[src/rtl/fp_pkg.sv]
`default_nettype none
// +----------------------------------------------------------------------+
// | Module : fp_pkg                                                      |
// | Brief  : shared types for the iterative floating-point divider       |
// | Rev    : 1.0                                                         |
// +----------------------------------------------------------------------+
package fp_pkg;

  typedef enum logic [2:0] {
    IDLE  = 3'd0,
    DIV   = 3'd1,
    NORM  = 3'd2,
    ROUND = 3'd3,
    DONE  = 3'd4
  } state_e;

  typedef enum logic [1:0] {
    ZERO   = 2'd0,
    NORMAL = 2'd1,
    INF    = 2'd2,
    NAN    = 2'd3
  } cls_e;

  typedef struct packed {
    logic invalid;
    logic dbz;
    logic overflow;
    logic underflow;
    logic inexact;
  } flags_t;

endpackage
`default_nettype wire

[src/rtl/mant_div.sv]
`default_nettype none
// +----------------------------------------------------------------------+
// | Module : mant_div                                                    |
// | Brief  : restoring divider, q = floor(2^(N+2)*dividend/divisor)      |
// | Rev    : 1.0                                                         |
// +----------------------------------------------------------------------+
module mant_div #(
  parameter int N = 8
) (
  input  logic         clk,
  input  logic         reset,
  input  logic         start,
  input  logic [N-1:0] dividend,
  input  logic [N-1:0] divisor,
  output logic         busy,
  output logic         done,
  output logic [N+2:0] q,
  output logic [N-1:0] rem
);

  localparam int STEPS = N + 3;
  localparam int CW    = $clog2(STEPS + 1);

  logic          r_busy;
  logic [CW-1:0] r_cnt;
  logic [N:0]    r_part;
  logic [N-1:0]  r_div;
  logic [N+2:0]  r_q;

  logic          w_ge;
  logic [N-1:0]  w_diff;
  logic [N-1:0]  w_rest;

  // The partial remainder stays below 2*divisor, so N+1 bits suffice.
  assign w_ge   = r_part >= {1'b0, r_div};
  assign w_diff = r_part[N-1:0] - r_div;
  assign w_rest = w_ge ? w_diff : r_part[N-1:0];

  always_ff @(posedge clk) begin
    if (reset) begin
      r_busy <= 1'b0;
      r_cnt  <= '0;
      r_part <= '0;
      r_div  <= '0;
      r_q    <= '0;
    end else if (start) begin
      r_busy <= 1'b1;
      r_cnt  <= CW'(STEPS);
      r_part <= {1'b0, dividend};
      r_div  <= divisor;
      r_q    <= '0;
    end else if (r_busy) begin
      r_q    <= {r_q[N+1:0], w_ge};
      r_part <= {w_rest, 1'b0};
      r_cnt  <= r_cnt - CW'(1);
      if (r_cnt == CW'(1)) begin
        r_busy <= 1'b0;
      end
    end
  end

  // done marks the final iteration; q and rem are complete from the next cycle.
  assign busy = r_busy;
  assign done = r_busy && (r_cnt == CW'(1));
  assign q    = r_q;
  assign rem  = r_part[N:1];

endmodule
`default_nettype wire

[src/rtl/fp_div_gen.sv]
`default_nettype none
// +----------------------------------------------------------------------+
// | Module : fp_div_gen                                                  |
// | Brief  : fixed-latency IEEE-style divider, RNE, DAZ/FTZ              |
// | Rev    : 1.0                                                         |
// +----------------------------------------------------------------------+
module fp_div_gen
  import fp_pkg::*;
#(
  parameter int EW = 8,
  parameter int MW = 7
) (
  input  logic             clk,
  input  logic             reset,
  input  logic             start,
  output logic             ready,
  input  logic [EW+MW:0]   opA,
  input  logic [EW+MW:0]   opB,
  output logic [EW+MW:0]   quotient,
  output logic             valid,
  output logic             invalid,
  output logic             dbz,
  output logic             overflow,
  output logic             underflow,
  output logic             inexact
);

  localparam int BIAS = 2**(EW-1) - 1;
  localparam logic [EW+MW:0] c_QNAN =
    (EW+MW+1)'({1'b0, {EW{1'b1}}, 1'b1}) << (MW - 1);

  function automatic cls_e classify(input logic [EW-1:0] e, input logic [MW-1:0] m);
    if (e == '0)      return ZERO;
    else if (e == '1) return (m == '0) ? INF : NAN;
    else              return NORMAL;
  endfunction

  state_e           r_state;
  logic [EW+MW:0]   r_a, r_b, r_quot;
  logic [MW:0]      r_sig;
  logic             r_g, r_s, r_valid;
  logic [EW+1:0]    r_e;
  flags_t           r_flags;

  logic             w_accept, w_div_busy, w_div_done, w_hi, w_sign, w_rup;
  logic [MW+3:0]    w_q;
  logic [MW:0]      w_rem, w_sig;
  logic             w_g, w_s, w_ovf, w_unf;
  logic [EW+1:0]    w_e_norm, w_e_rnd;
  logic [MW+1:0]    w_sum;
  logic [MW-1:0]    w_man;
  cls_e             w_ca, w_cb;
  logic [EW+MW:0]   w_res;
  flags_t           w_fl;

  assign w_accept = start && (r_state == IDLE);

  mant_div #(.N(MW+1)) u_mant_div (
    .clk      (clk),
    .reset    (reset),
    .start    (w_accept),
    .dividend ({1'b1, opA[MW-1:0]}),
    .divisor  ({1'b1, opB[MW-1:0]}),
    .busy     (w_div_busy),
    .done     (w_div_done),
    .q        (w_q),
    .rem      (w_rem)
  );

  assign w_hi     = w_q[MW+3];
  assign w_sig    = w_hi ? w_q[MW+3:3] : w_q[MW+2:2];
  assign w_g      = w_hi ? w_q[2] : w_q[1];
  assign w_s      = (w_hi ? |w_q[1:0] : w_q[0]) | (|w_rem);
  assign w_e_norm = {2'b00, r_a[EW+MW-1:MW]} - {2'b00, r_b[EW+MW-1:MW]}
                  + (EW+2)'(BIAS) - {{(EW+1){1'b0}}, ~w_hi};

  assign w_rup   = r_g & (r_s | r_sig[0]);
  assign w_sum   = {1'b0, r_sig} + {{(MW+1){1'b0}}, w_rup};
  assign w_e_rnd = r_e + {{(EW+1){1'b0}}, w_sum[MW+1]};
  assign w_man   = w_sum[MW+1] ? w_sum[MW:1] : w_sum[MW-1:0];
  assign w_ovf   = $signed(w_e_rnd) >= $signed((EW+2)'(2**EW - 1));
  assign w_unf   = $signed(w_e_rnd) <= $signed((EW+2)'(0));

  assign w_sign = r_a[EW+MW] ^ r_b[EW+MW];
  assign w_ca   = classify(r_a[EW+MW-1:MW], r_a[MW-1:0]);
  assign w_cb   = classify(r_b[EW+MW-1:MW], r_b[MW-1:0]);

  always_comb begin
    w_res = {w_sign, w_e_rnd[EW-1:0], w_man};
    w_fl  = '{invalid: 1'b0, dbz: 1'b0, overflow: 1'b0, underflow: 1'b0,
              inexact: r_g | r_s};
    if (w_ca == NAN || w_cb == NAN || (w_ca == ZERO && w_cb == ZERO) ||
        (w_ca == INF && w_cb == INF)) begin
      w_res = c_QNAN;
      w_fl  = '{invalid: 1'b1, default: 1'b0};
    end else if (w_ca == INF) begin
      w_res = {w_sign, {EW{1'b1}}, {MW{1'b0}}};
      w_fl  = '0;
    end else if (w_cb == ZERO) begin
      w_res = {w_sign, {EW{1'b1}}, {MW{1'b0}}};
      w_fl  = '{dbz: 1'b1, default: 1'b0};
    end else if (w_ca == ZERO || w_cb == INF) begin
      w_res = {w_sign, {(EW+MW){1'b0}}};
      w_fl  = '0;
    end else if (w_ovf) begin
      w_res = {w_sign, {EW{1'b1}}, {MW{1'b0}}};
      w_fl  = '{overflow: 1'b1, inexact: 1'b1, default: 1'b0};
    end else if (w_unf) begin
      w_res = {w_sign, {(EW+MW){1'b0}}};
      w_fl  = '{underflow: 1'b1, inexact: 1'b1, default: 1'b0};
    end
  end

  always_ff @(posedge clk) begin
    if (reset) begin
      r_state <= IDLE;
      r_a     <= '0;
      r_b     <= '0;
      r_sig   <= '0;
      r_g     <= 1'b0;
      r_s     <= 1'b0;
      r_e     <= '0;
      r_quot  <= '0;
      r_flags <= '0;
      r_valid <= 1'b0;
    end else begin
      r_valid <= 1'b0;
      case (r_state)
        IDLE: if (start) begin
          r_a     <= opA;
          r_b     <= opB;
          r_state <= DIV;
        end
        // An idle divider here would otherwise strand the FSM in DIV.
        DIV: if (w_div_done || !w_div_busy) r_state <= NORM;
        NORM: begin
          r_sig   <= w_sig;
          r_g     <= w_g;
          r_s     <= w_s;
          r_e     <= w_e_norm;
          r_state <= ROUND;
        end
        ROUND: begin
          r_quot  <= w_res;
          r_flags <= w_fl;
          r_valid <= 1'b1;
          r_state <= DONE;
        end
        DONE:    r_state <= IDLE;
        default: r_state <= IDLE;
      endcase
    end
  end

  assign ready     = (r_state == IDLE);
  assign valid     = r_valid;
  assign quotient  = r_quot;
  assign invalid   = r_flags.invalid;
  assign dbz       = r_flags.dbz;
  assign overflow  = r_flags.overflow;
  assign underflow = r_flags.underflow;
  assign inexact   = r_flags.inexact;

endmodule
`default_nettype wire

[config.mk]
export PLATFORM = sky130hd
export DESIGN_NAME = fp_div_gen
export DESIGN_NICKNAME = d
export VERILOG_FILES = /design/src/rtl/fp_pkg.sv /design/src/rtl/mant_div.sv /design/src/rtl/fp_div_gen.sv
export SDC_FILE = /design/constraint.sdc
export NUM_CORES = 1
export LEC_CHECK = 0
export CAP_MARGIN = 20
export CORE_ASPECT_RATIO = 0.7
export CORE_MARGIN = 2
export CORE_UTILIZATION = 61
export CTS_BUF_LIST = sky130_fd_sc_hd__clkbuf_4 sky130_fd_sc_hd__clkbuf_8
export CTS_CLUSTER_DIAMETER = 80
export DETAILED_ROUTE_END_ITERATION = 10
export GPL_ROUTABILITY_DRIVEN = 0
export PLACE_DENSITY = 0.94
export SETUP_SLACK_MARGIN = 0.4
export SLEW_MARGIN = 30
export SYNTH_ARGS = -nofsm -noshare
export SYNTH_HDL_FRONTEND = slang
export SYNTH_SLANG_ARGS = --single-unit
export TNS_END_PERCENT = 30
[constraint.sdc]
create_clock -name clk -period 9.2 [get_ports clk]
set_clock_uncertainty 0.1 [all_clocks]
set_input_delay 1.84 -clock clk [delete_from_list [all_inputs] [get_ports clk]]
set_output_delay 1.84 -clock clk [all_outputs]
set_load 0.02 [all_outputs]
# [Word-level counts from Yosys, hierarchy flattened]
# Cells that the tools add are included.
[op_classes] add_sub_neg=7 order_cmp=3 eq_ne=12 n_mux=34 bitwise=6 reduce_logical=23
[op_table] op="2-to-1 mux 15 bit" count=5
[op_table] op="2-to-1 mux 8 bit" count=4
[op_table] op="== test 8 bit, second input constant" count=2
[op_table] op="logical NOT 8 bit" count=2
[op_table] op="2-to-1 mux 16 bit" count=1
[op_table] op="2-to-1 mux 4 bit" count=4
[op_table] op="logical NOT 7 bit" count=2
[op_table] op="2-to-1 mux 3 bit" count=4
[op_table] op="one-hot mux 3 bit (4 select lines)" count=1
[op_table] op="adder 10 x 1 -> 10 bit" count=1
[op_table] op="adder 9 x 8 -> 10 bit, second input constant" count=1
[op_table] op="greater-or-equal comparator 10 x 9 -> 1 bit, second input constant" count=1
[op_table] op="less-or-equal comparator 10 x 1 -> 1 bit, second input constant" count=1
[op_table] op="2-to-1 mux 2 bit" count=5
[op_table] op="subtractor 10 x 1 -> 10 bit" count=1
[op_table] op="adder 8 x 1 -> 9 bit" count=1
[op_table] op="greater-or-equal comparator 9 x 8 -> 1 bit" count=1
[op_table] op="subtractor 8 x 8 -> 9 bit" count=1
[op_table] op="== test 2 bit, second input constant" count=4
[op_table] op="2-to-1 mux 1 bit" count=8
[op_table] op="OR reduction 8 bit" count=1
[op_table] op="subtractor 8 bit" count=1
[op_table] op="2-to-1 mux 7 bit" count=1
[op_table] op="== test 3 x 2 -> 1 bit, second input constant" count=2
[op_table] op="other kinds (17)" count=30
[word_totals] register_bits=110 inputBits=35 output_inout_bits=23 elab_cells=106

# [Longest topological paths before layout]
# Gate-level depths: netlist of run 1.
[logic_depth] ltp_word=11 mapped_depth=15 mapped_depth_nobuf=14

# [By module]
# Synthesis of run 1 repeated with hierarchy kept, for this count alone.
[unflattened] cells_unflattened=723 area_unflattened_um2=5950.7
[by_module_without_submodules] mod="fp_div_gen" n_inst=1 cells_per_inst=514 area_per_inst_um2=4119.0 seq_area_each_um2=1541.5
[by_module_without_submodules] mod="mant_div" n_inst=1 cells_per_inst=209 area_per_inst_um2=1831.8 seq_area_each_um2=660.6

# [Least setup slack after synthesis of run 1]
# No wires, ideal clock.
[synth_timing] path_kind="flip-flop to flip-flop" startpoint="register r_g" endpoint="register r_quot[1] (netlist: quotient[1])" setup_time_ns=0.117 arrival_time_ns=3.008 t_required_ns=8.983 setup_slack_ns=5.975 stages_incl_launch_ff=16 n_path_buf=1 period_less_slack_ns=3.225 cell_sequence="dfxtp_1 > and2_1 > ha_1 > and3_1 > and2_1 > nand4_1 > inv_1 > ha_1 > ha_1 > buf_2 > nand3_4 > xnor2_1 > o41ai_1 > nand3_1 > nor4bb_4 > a32o_1"
[synth_via] elab_chain_len=10 elab_cells_between_ends=12 cone_classes="add/sub: 2; order compare: 2; mux: 7; bitwise: 1"
[synth_rtl] item="start: declaration" line="fp_div_gen.sv:41" text="logic r_g, r_s, r_valid;"
[synth_rtl] item="start signal: assignment" line="fp_div_gen.sv:138" text="r_g <= w_g;"
[synth_rtl] item="AND 1 bit *" line="fp_div_gen.sv:77" text="assign w_rup = r_g & (r_s | r_sig[0]);"
[synth_rtl] item="adder 8 x 1 -> 9 bit *" line="fp_div_gen.sv:78" text="assign w_sum = {1'b0, r_sig} + {{(MW+1){1'b0}}, w_rup};"
[synth_rtl] item="adder 10 x 1 -> 10 bit" line="fp_div_gen.sv:79" text="assign w_e_rnd = r_e + {{(EW+1){1'b0}}, w_sum[MW+1]};"
[synth_rtl] item="less-or-equal comparator 10 x 1 -> 1 bit" line="fp_div_gen.sv:82" text="assign w_unf = $signed(w_e_rnd) <= $signed((EW+2)'(0));"
[synth_rtl] item="2-to-1 mux 15 bit" line="fp_div_gen.sv:108" text="end else if (w_unf) begin"
[synth_rtl] item="2-to-1 mux 15 bit *" line="fp_div_gen.sv:105" text="end else if (w_ovf) begin"
[synth_rtl] item="2-to-1 mux 15 bit *" line="fp_div_gen.sv:102" text="end else if (w_ca == ZERO || w_cb == INF) begin"
[synth_rtl] item="2-to-1 mux 15 bit *" line="fp_div_gen.sv:99" text="end else if (w_cb == ZERO) begin"
[synth_rtl] item="2-to-1 mux 15 bit *" line="fp_div_gen.sv:96" text="end else if (w_ca == INF) begin"
[synth_rtl] item="2-to-1 mux 16 bit *" line="fp_div_gen.sv:92" text="if (w_ca == NAN || w_cb == NAN || (w_ca == ZERO && w_cb == ZERO) ||"
[synth_rtl] item="end signal: assignment" line="fp_div_gen.sv:144" text="r_quot <= w_res;"
[synth_rtl] item="end: declaration" line="fp_div_gen.sv:39" text="logic [EW+MW:0] r_a, r_b, r_quot;"
# Every way passes the cells marked *; elsewhere a longest branch is shown, timed or not.
# A chain may end at the register's enable or synchronous reset.

# [Final worst setup path of run 1]
[layout_timing] startpoint="register r_g" endpoint="register r_quot[5] (netlist: quotient[5])"
# The elaborated chain is that of the path after synthesis.

==> out/qor.txt, run 1 <==
Final hold vios: 0
Post-place instance area: 6230 sq um
Global-route wire length before repair: 23.4 mm
Total of max-cap violations: 0
Worst Reg2Reg Path Length in Cells: 14
Number of top-level pins: 58
Initial antenna violation count: 0
Crit path arrival time: 4300 ps
Floorplan row count: 29
Number of nets still failing antenna checks after routing: 0
Yosys warns: 0
HPWL Detailed: 10.2 mm
Category of the critical setup timing path: reg -> reg
Largest net degree at the start of global routing: 83
Total die area: 10,000 sq um
Final worst path period need: 4120 ps
Number of slew-limit violations in the final report: 0
Diode count: 0
Buffers on Ports: 57
Post-synth design cell area: 5640 sq um
Post-Layout Cell Count: 849
Overall die height: 84.5 um
Sum of overflow across all layers after global routing: 0
Clock network latency to the later pin of the worst-skew pair: 390 ps
Worst Min Path Start: overflow
Run status: complete, no violations
Area grow syn2layout: 14.0%
Count of clock tree sinks: 103
Detailed Route WL: 14.0 mm
P_leak: 2.38 nW
Synth Area per Inst: 8.24 sq um
Share of synthesized area occupied by flip-flops and latches: 36.5%
Clock buffer count from CTS: 9
Main area contributors after synthesis: dfxtp_1, nand2_1, ha_1
Post-synth top area cell: dfxtp_1
Portion of the clock cycle consumed by the worst path in the final layout: 44.7%
Clock tree buffer depth: 2
Wire length per cell: 16.5 um
Post-layout nets: 787
Kind of path behind the tightest hold check: reg -> reg
Critical path required time: 9390 ps
Vias in the first global route: 4,975
Hold-fix buffers at CTS: 0
Upper clock frequency limit: 0.243 GHz
Capture point of the worst reg-to-reg path: quotient[5]
Post-layout total power: 0.00138 W
Total power divided by cell area: 215 nW/um^2
Area share of the largest cell type after synthesis: 36.5%
Netlist cell types: 71
Fraction of final layout cells with drive strength greater than 1: 5.66%
Core outline area: 9030 sq um
CTS tree: yes
CP startpoint kind: flop
Setup repair after global routing missed its margin: no
Placed cell count: 833
Worst Tran Pin Value: 881 ps
Total non-filler cell area in the finished layout: 6430 sq um
Count of endpoints failing setup in the final report: 0
Leading post-synthesis cells by instance count: nand2_1, dfxtp_1, nor2_1, a21oi_1, inv_1
Peak supply drop: 0.138 mV
Post-CTS setup buffer count: 0
Most common cell in the synthesized netlist: nand2_1
Max-Slew Margin vs Limit: 41.2%
Hold EP: overflow
Clk pin slew, worst setup/hold paths: 100 ps
Total routing usage reported by global routing: 28.4%
DRC marker count from the first detailed-route iteration: 431
Reg-to-reg setup timing slack: 5080 ps
Startpoint of the lowest-slack register-to-register path: r_g
Hold path cells: 2
Average vias per placed instance: 6.07
Via count: 5,156
Fraction of synthesis flops using an asynchronous set or reset pin: 0%
Post-synth EDFFs: 0
Total nets after synthesis: 752
# resized after CTS: 0
Capturing element type of the critical path: flop
Sum of negative setup slack: 0 ps
Register bit count reported by yosys: 103
Remaining routing DRC violations: 0
Starting Density: 62.4%
Post-Synthesis Cells: 685
Die outline width: 119 um
DR pass1 iterations: 6
Clock root buffer master: clkbuf_8
Highest fanout seen on the critical path: 7
Post-synth top flop: dfxtp_1
H-Tree Level Count: 3
## stage by stage
| stage | utilization [%] | worst slack, ps | hold slack, ps |
|---|---|---|---|
| floorplan | - | 5970 | 336 |
| global placement | 68.9 | 5270 | 343 |
| detailed placement | 68.9 | 5280 | 343 |
| CTS | 71.2 | 5200 | 355 |
| global route | 71.2 | 4770 | 382 |
| finish | 71.2 | 5080 | 355 |
## cells by family (layout without fill, tap and decap cells)
logic type,count (synthesis),after routing,share of synthesized area [%]
AOI/OAI and AO/OA,151,151,17.2
and+or+nand+nor,271,271,24.0
DFF,103,103,36.5
adders and majority gates,32,32,7.50
muxes,24,24,4.28
buffers and inverters,69,109,5.03
xor gates and xnor gates,35,35,5.43
## cells in the final DEF (no fill, tap or decap), drive strengths merged, types with 4 or more instances in the layout
master         netlist  layout
a211o                5       5
a211oi              13      13
a21o                 9       9
a21oi               68      68
a22o                 4       4
a311oi               6       6
and2                 5       5
and3                 4       4
buf                 12       4
clkbuf              24      12
clkdlybuf4s50        0      56
dfxtp              103     103
ha                  29      29
inv                 33      34
mux2i               23      23
nand2              110     110
nand2b               7       7
nand3               10      10
nand4               13      13
nor2                71      71
nor3                18      18
nor4                 8       8
o211ai               5       5
o21ai               15      15
or4                  5       5
xnor2               23      23
xor2                12      12
## worst max path at each step
stage	startpoint	slack (ps)	end	depth (start not counted)
CTS	r_g	5200	quotient[5]	14
global placement	start	5270	u_mant_div.r_part[6]	5
finish	r_g	5080	quotient[5]	14
floorplan	r_g	5970	quotient[1]	15
global route	r_g	4770	quotient[5]	14
detailed placement	r_g	5280	quotient[5]	14
## layout make-up
class                      instances  area, sq um
multi-input combinational        513         3300
fill                             646         2600
clock buffer                      12          153
timing repair buffer              60          588
sequential                       103         2060
clock inverter                     4         52.6
tap                              124          155
inverter                          33          124
## power breakdown
part,total [W],switching [W],internal [W]
combinational,0.000547,0.000313,0.000233
clock,0.000299,0.000159,0.000141
sequential,0.000536,0.0000494,0.000487
total,0.00138,0.000521,0.000861
## per-layer routing
metal	GRT usage (%)	vias up	share of wire (%)
met3	7.47	33	6.4
met4	9.52	0	2.2
met5	0	-	0
met1	35.9	2458	44
met2	47.5	190	47
li1	-	2475	-
## registers in the layout, indices dropped and copies added (netlist names), 3 cells and up
register,cells
r_state,3
r_b,16
r_a,16
u_mant_div.q,11
quotient,16
r_sig,8
r_e,10
u_mant_div.r_part,9
u_mant_div.r_cnt,4
## critical path, cell delays in order (launching register included)
cell      delay, ps
dfxtp_1         400
and2_1          150
ha_1            180
and3_1          200
and2_1          210
nand4_1         260
inv_1           190
ha_1            260
ha_1            360
nand3_4         160
xnor2_1         170
o41ai_1         490
nand3_1         300
nor4bb_4        280
a32o_1          300
Note: power is estimated with default switching activity, not from simulation.
==> inputs of run 2 (changes only) <==
--- a/config.mk
+++ b/config.mk
@@ -8,12 +8,12 @@
 export CAP_MARGIN = 20
 export CORE_ASPECT_RATIO = 0.7
 export CORE_MARGIN = 2
-export CORE_UTILIZATION = 61
+export CORE_UTILIZATION = 53
 export CTS_BUF_LIST = sky130_fd_sc_hd__clkbuf_4 sky130_fd_sc_hd__clkbuf_8
 export CTS_CLUSTER_DIAMETER = 80
 export DETAILED_ROUTE_END_ITERATION = 10
 export GPL_ROUTABILITY_DRIVEN = 0
-export PLACE_DENSITY = 0.94
+export PLACE_DENSITY = 0.87
 export SETUP_SLACK_MARGIN = 0.4
 export SLEW_MARGIN = 30
 export SYNTH_ARGS = -nofsm -noshare
==> constraint.sdc (replaced) <==
create_clock -name clk -period 3.5 [get_ports clk]
set_clock_uncertainty 0.1 [all_clocks]
set_input_delay 0.7 -clock clk [delete_from_list [all_inputs] [get_ports clk]]
set_output_delay 0.7 -clock clk [all_outputs]
set_load 0.02 [all_outputs]
==> run 2 against run 1 <==
Critical path depth increased by 1; cell area is 5.2% higher; cell count increased by 3.5%; non-clock buffer count up 22; wire length grew 4.2%; sequential share of layout area fell by 1.5 points; largest cell class unchanged.
==> out/qor.txt, run 2 (same netlist as run 1, synthesis figures left out) <==
Crit path arrival time: 3370 ps (-930 ps)
Critical Path Stages: 15 (+1)
Wire length per cell: 16.6 um (+0.65%)
Post-Layout Cell Count: 879 (+3.5%)
Net switching fraction of the power: 37.8% (+0.048 points)
Upper clock frequency limit: 0.314 GHz (+29%)
Diode count: 0 (unchanged)
CP Cell Sequence: and2_4, ha_4, and3_4, and2_4, nand4_1, inv_2, ha_4, ha_4, nand3_4, or4_4, o211ai_1, nand4_1, nor4bb_4, buf_4, a32o_1
Total non-filler cell area in the finished layout: 6770 sq um (+5.2%)
Run status: complete, no violations
Net switching component of the power: 0.00144 W (+180%)
Largest net degree at the start of global routing: 42 (-49%)
Post-layout nets: 809 (+2.8%)
Post-place instance area: 6290 sq um (+1.1%)
Vias in the first global route: 4,829 (-2.9%)
Clock network latency to the later pin of the worst-skew pair: 390 ps (about the same)
Core outline area: 10,400 sq um (+15%)
Initial antenna violation count: 0 (unchanged)
P_leak: 2.52 nW (+6.0%)
Average vias per placed instance: 5.97 (-1.6%)
Total of max-cap violations: 0 (unchanged)
H-Tree Level Count: 3 (unchanged)
Seq pwr share: 37.4% (-1.4 points)
Worst-path cell with the longest stage delay: or4_4
Setup repair after global routing missed its margin: yes
Placed cell count: 847 (+1.7%)
Post-layout total power: 0.00382 W (+180%)
Peak supply drop: 0.296 mV (+110%)
CTS tree: yes
Total power divided by cell area: 564 nW/um^2 (+160%)
Critical path required time: 3690 ps (-5700 ps)
DRC marker count from the first detailed-route iteration: 395 (-8.4%)
Buffers on Ports: 57 (unchanged)
Count of clock tree sinks: 103 (unchanged)
Area grow syn2layout: 20.0%
Buffering stage count on the worst path with inverters included: 2 (+1)
Total routing usage reported by global routing: 24.6% (-3.8 points)
Category of the critical setup timing path: reg -> reg
Starting Density: 54.5% (-8.0 points)
Portion of the clock cycle consumed by the worst path in the final layout: 90.9% (+46 points)
Max-Slew Margin vs Limit: 44.7% (+3.5 points)
Final worst path period need: 3180 ps (-935 ps)
Count of endpoints failing setup in the final report: 0 (unchanged)
Fillers: 838 (+30%)
Clk pin slew, worst setup/hold paths: 100 ps (about the same)
DR pass1 iterations: 5 (-1)
Delay of the slowest cell on the worst path: 430 ps (-60 ps)
Die outline width: 127 um (+7.0%)
Kind of path behind the tightest hold check: reg -> reg
Overall die height: 90.3 um (+6.9%)
Reg-to-reg setup timing slack: 320 ps (-4760 ps)
CP startpoint kind: flop
Hold path cells: 2 (unchanged)
Clock root buffer master: clkbuf_8
Sum of overflow across all layers after global routing: 0 (unchanged)
Fraction of final layout cells with drive strength greater than 1: 11.2% (+5.6 points)
Floorplan row count: 31 (+6.9%)
HPWL Detailed: 10.3 mm (+0.83%)
Hold-fix buffers at CTS: 0 (unchanged)
Number of top-level pins: 58 (unchanged)
Global-route wire length before repair: 23.1 mm (-1.4%)
Capturing element type of the critical path: flop
Clock tree buffer depth: 2 (unchanged)
Final hold vios: 0 (unchanged)
Detailed Route WL: 14.6 mm (+4.2%)
Cell with the most instances on the worst path: ha_4
Sum of negative setup slack: 0 ps (unchanged)
Crit-path leading delay family: simple AND/OR/NAND/NOR gates
Most common cell after layout, fill and taps aside: nand2_1
Clock share of power: 20.9% (-0.7 points)
Via count: 5,252 (+1.9%)
Number of slew-limit violations in the final report: 0 (unchanged)
Combinational fraction of design power: 41.8% (+2.2 points)
Number of nets still failing antenna checks after routing: 0 (unchanged)
Worst Reg2Reg Path Length in Cells: 15 (+1)
Highest fanout seen on the critical path: 6 (-1)
Remaining routing DRC violations: 0 (unchanged)
Internal power of the cells: 0.00238 W (+180%)
Total die area: 11,500 sq um (+14%)
Worst Tran Pin Value: 828 ps (-53.2 ps)
Clock buffer count from CTS: 9 (unchanged)
Most frequent cells in the layout: nand2_1, dfxtp_1, nor2_1, a21oi_1, clkdlybuf4s50_1
-- run 2: power by group through the flow --
| stage | Clock [W] | Sequential [W] | Combinational (W) |
|---|---|---|---|
| 4_1_cts | 0.000805 | 0.00141 | 0.00142 |
| 6_report | 0.000797 | 0.00143 | 0.00159 |
| 3_3_place_gp | 0 | 0.00143 | 0.00133 |
| 2_1_floorplan | 0 | 0.00139 | 0.00114 |
| 5_1_grt | 0.000846 | 0.00144 | 0.00176 |
| 3_5_place_dp | 0 | 0.00144 | 0.00140 |
-- run 2: worst min-delay path, cell delays in order, from the launching register on --
cell	delay, ps
dfxtp_1	320
nand2_1	50
a21oi_1	50
-- run 2: metrics by stage --
step / worst slack, ps / hold WS, ps / utilization, %
finish: 318 / 367 / 65.4
global route: 214 / 380 / 65.4
CTS: 383 / 363 / 64.0
detailed placement: -34.2 / 349 / 60.8
global placement: 227 / 343 / 60.8
floorplan: 406 / 336 / -
-- run 2: path summary, 6_finish.rpt --
| check | startpoint | endpoint |
|---|---|---|
| setup reg to reg | r_sig[0] | quotient[1] |
| setup / recovery | r_sig[0] | quotient[1] |
| hold / removal | r_a[0] | r_a[0] |
| hold reg to reg | r_a[0] | r_a[0] |
-- run 2: repair_timing --
action	in CTS	in global routing
setup endpoints to repair	20	18
setup buffers	8	8
gates resized for setup	11	14
pin swaps	8	10
-- run 2: layout make-up --
cell class / count / area (sq um) / share of cell area (%)
multi-input cells: 513 / 3450 / 50.9
flip-flops and latches: 103 / 2070 / 30.5
repair buffers: 82 / 753 / 11.1
well taps: 132 / 165 / 2.44
clock buffers: 12 / 159 / 2.35
inverters: 33 / 124 / 1.83
clock inverters: 4 / 52.6 / 0.776
-- run 2: layer usage --
layer,vias up,global-route usage (%),routed length [um]
met3,34,5.04,819
met1,2514,32.3,6490
met2,181,40.8,6970
li1,2523,-,-
met5,-,0,0
met4,0,7.42,317
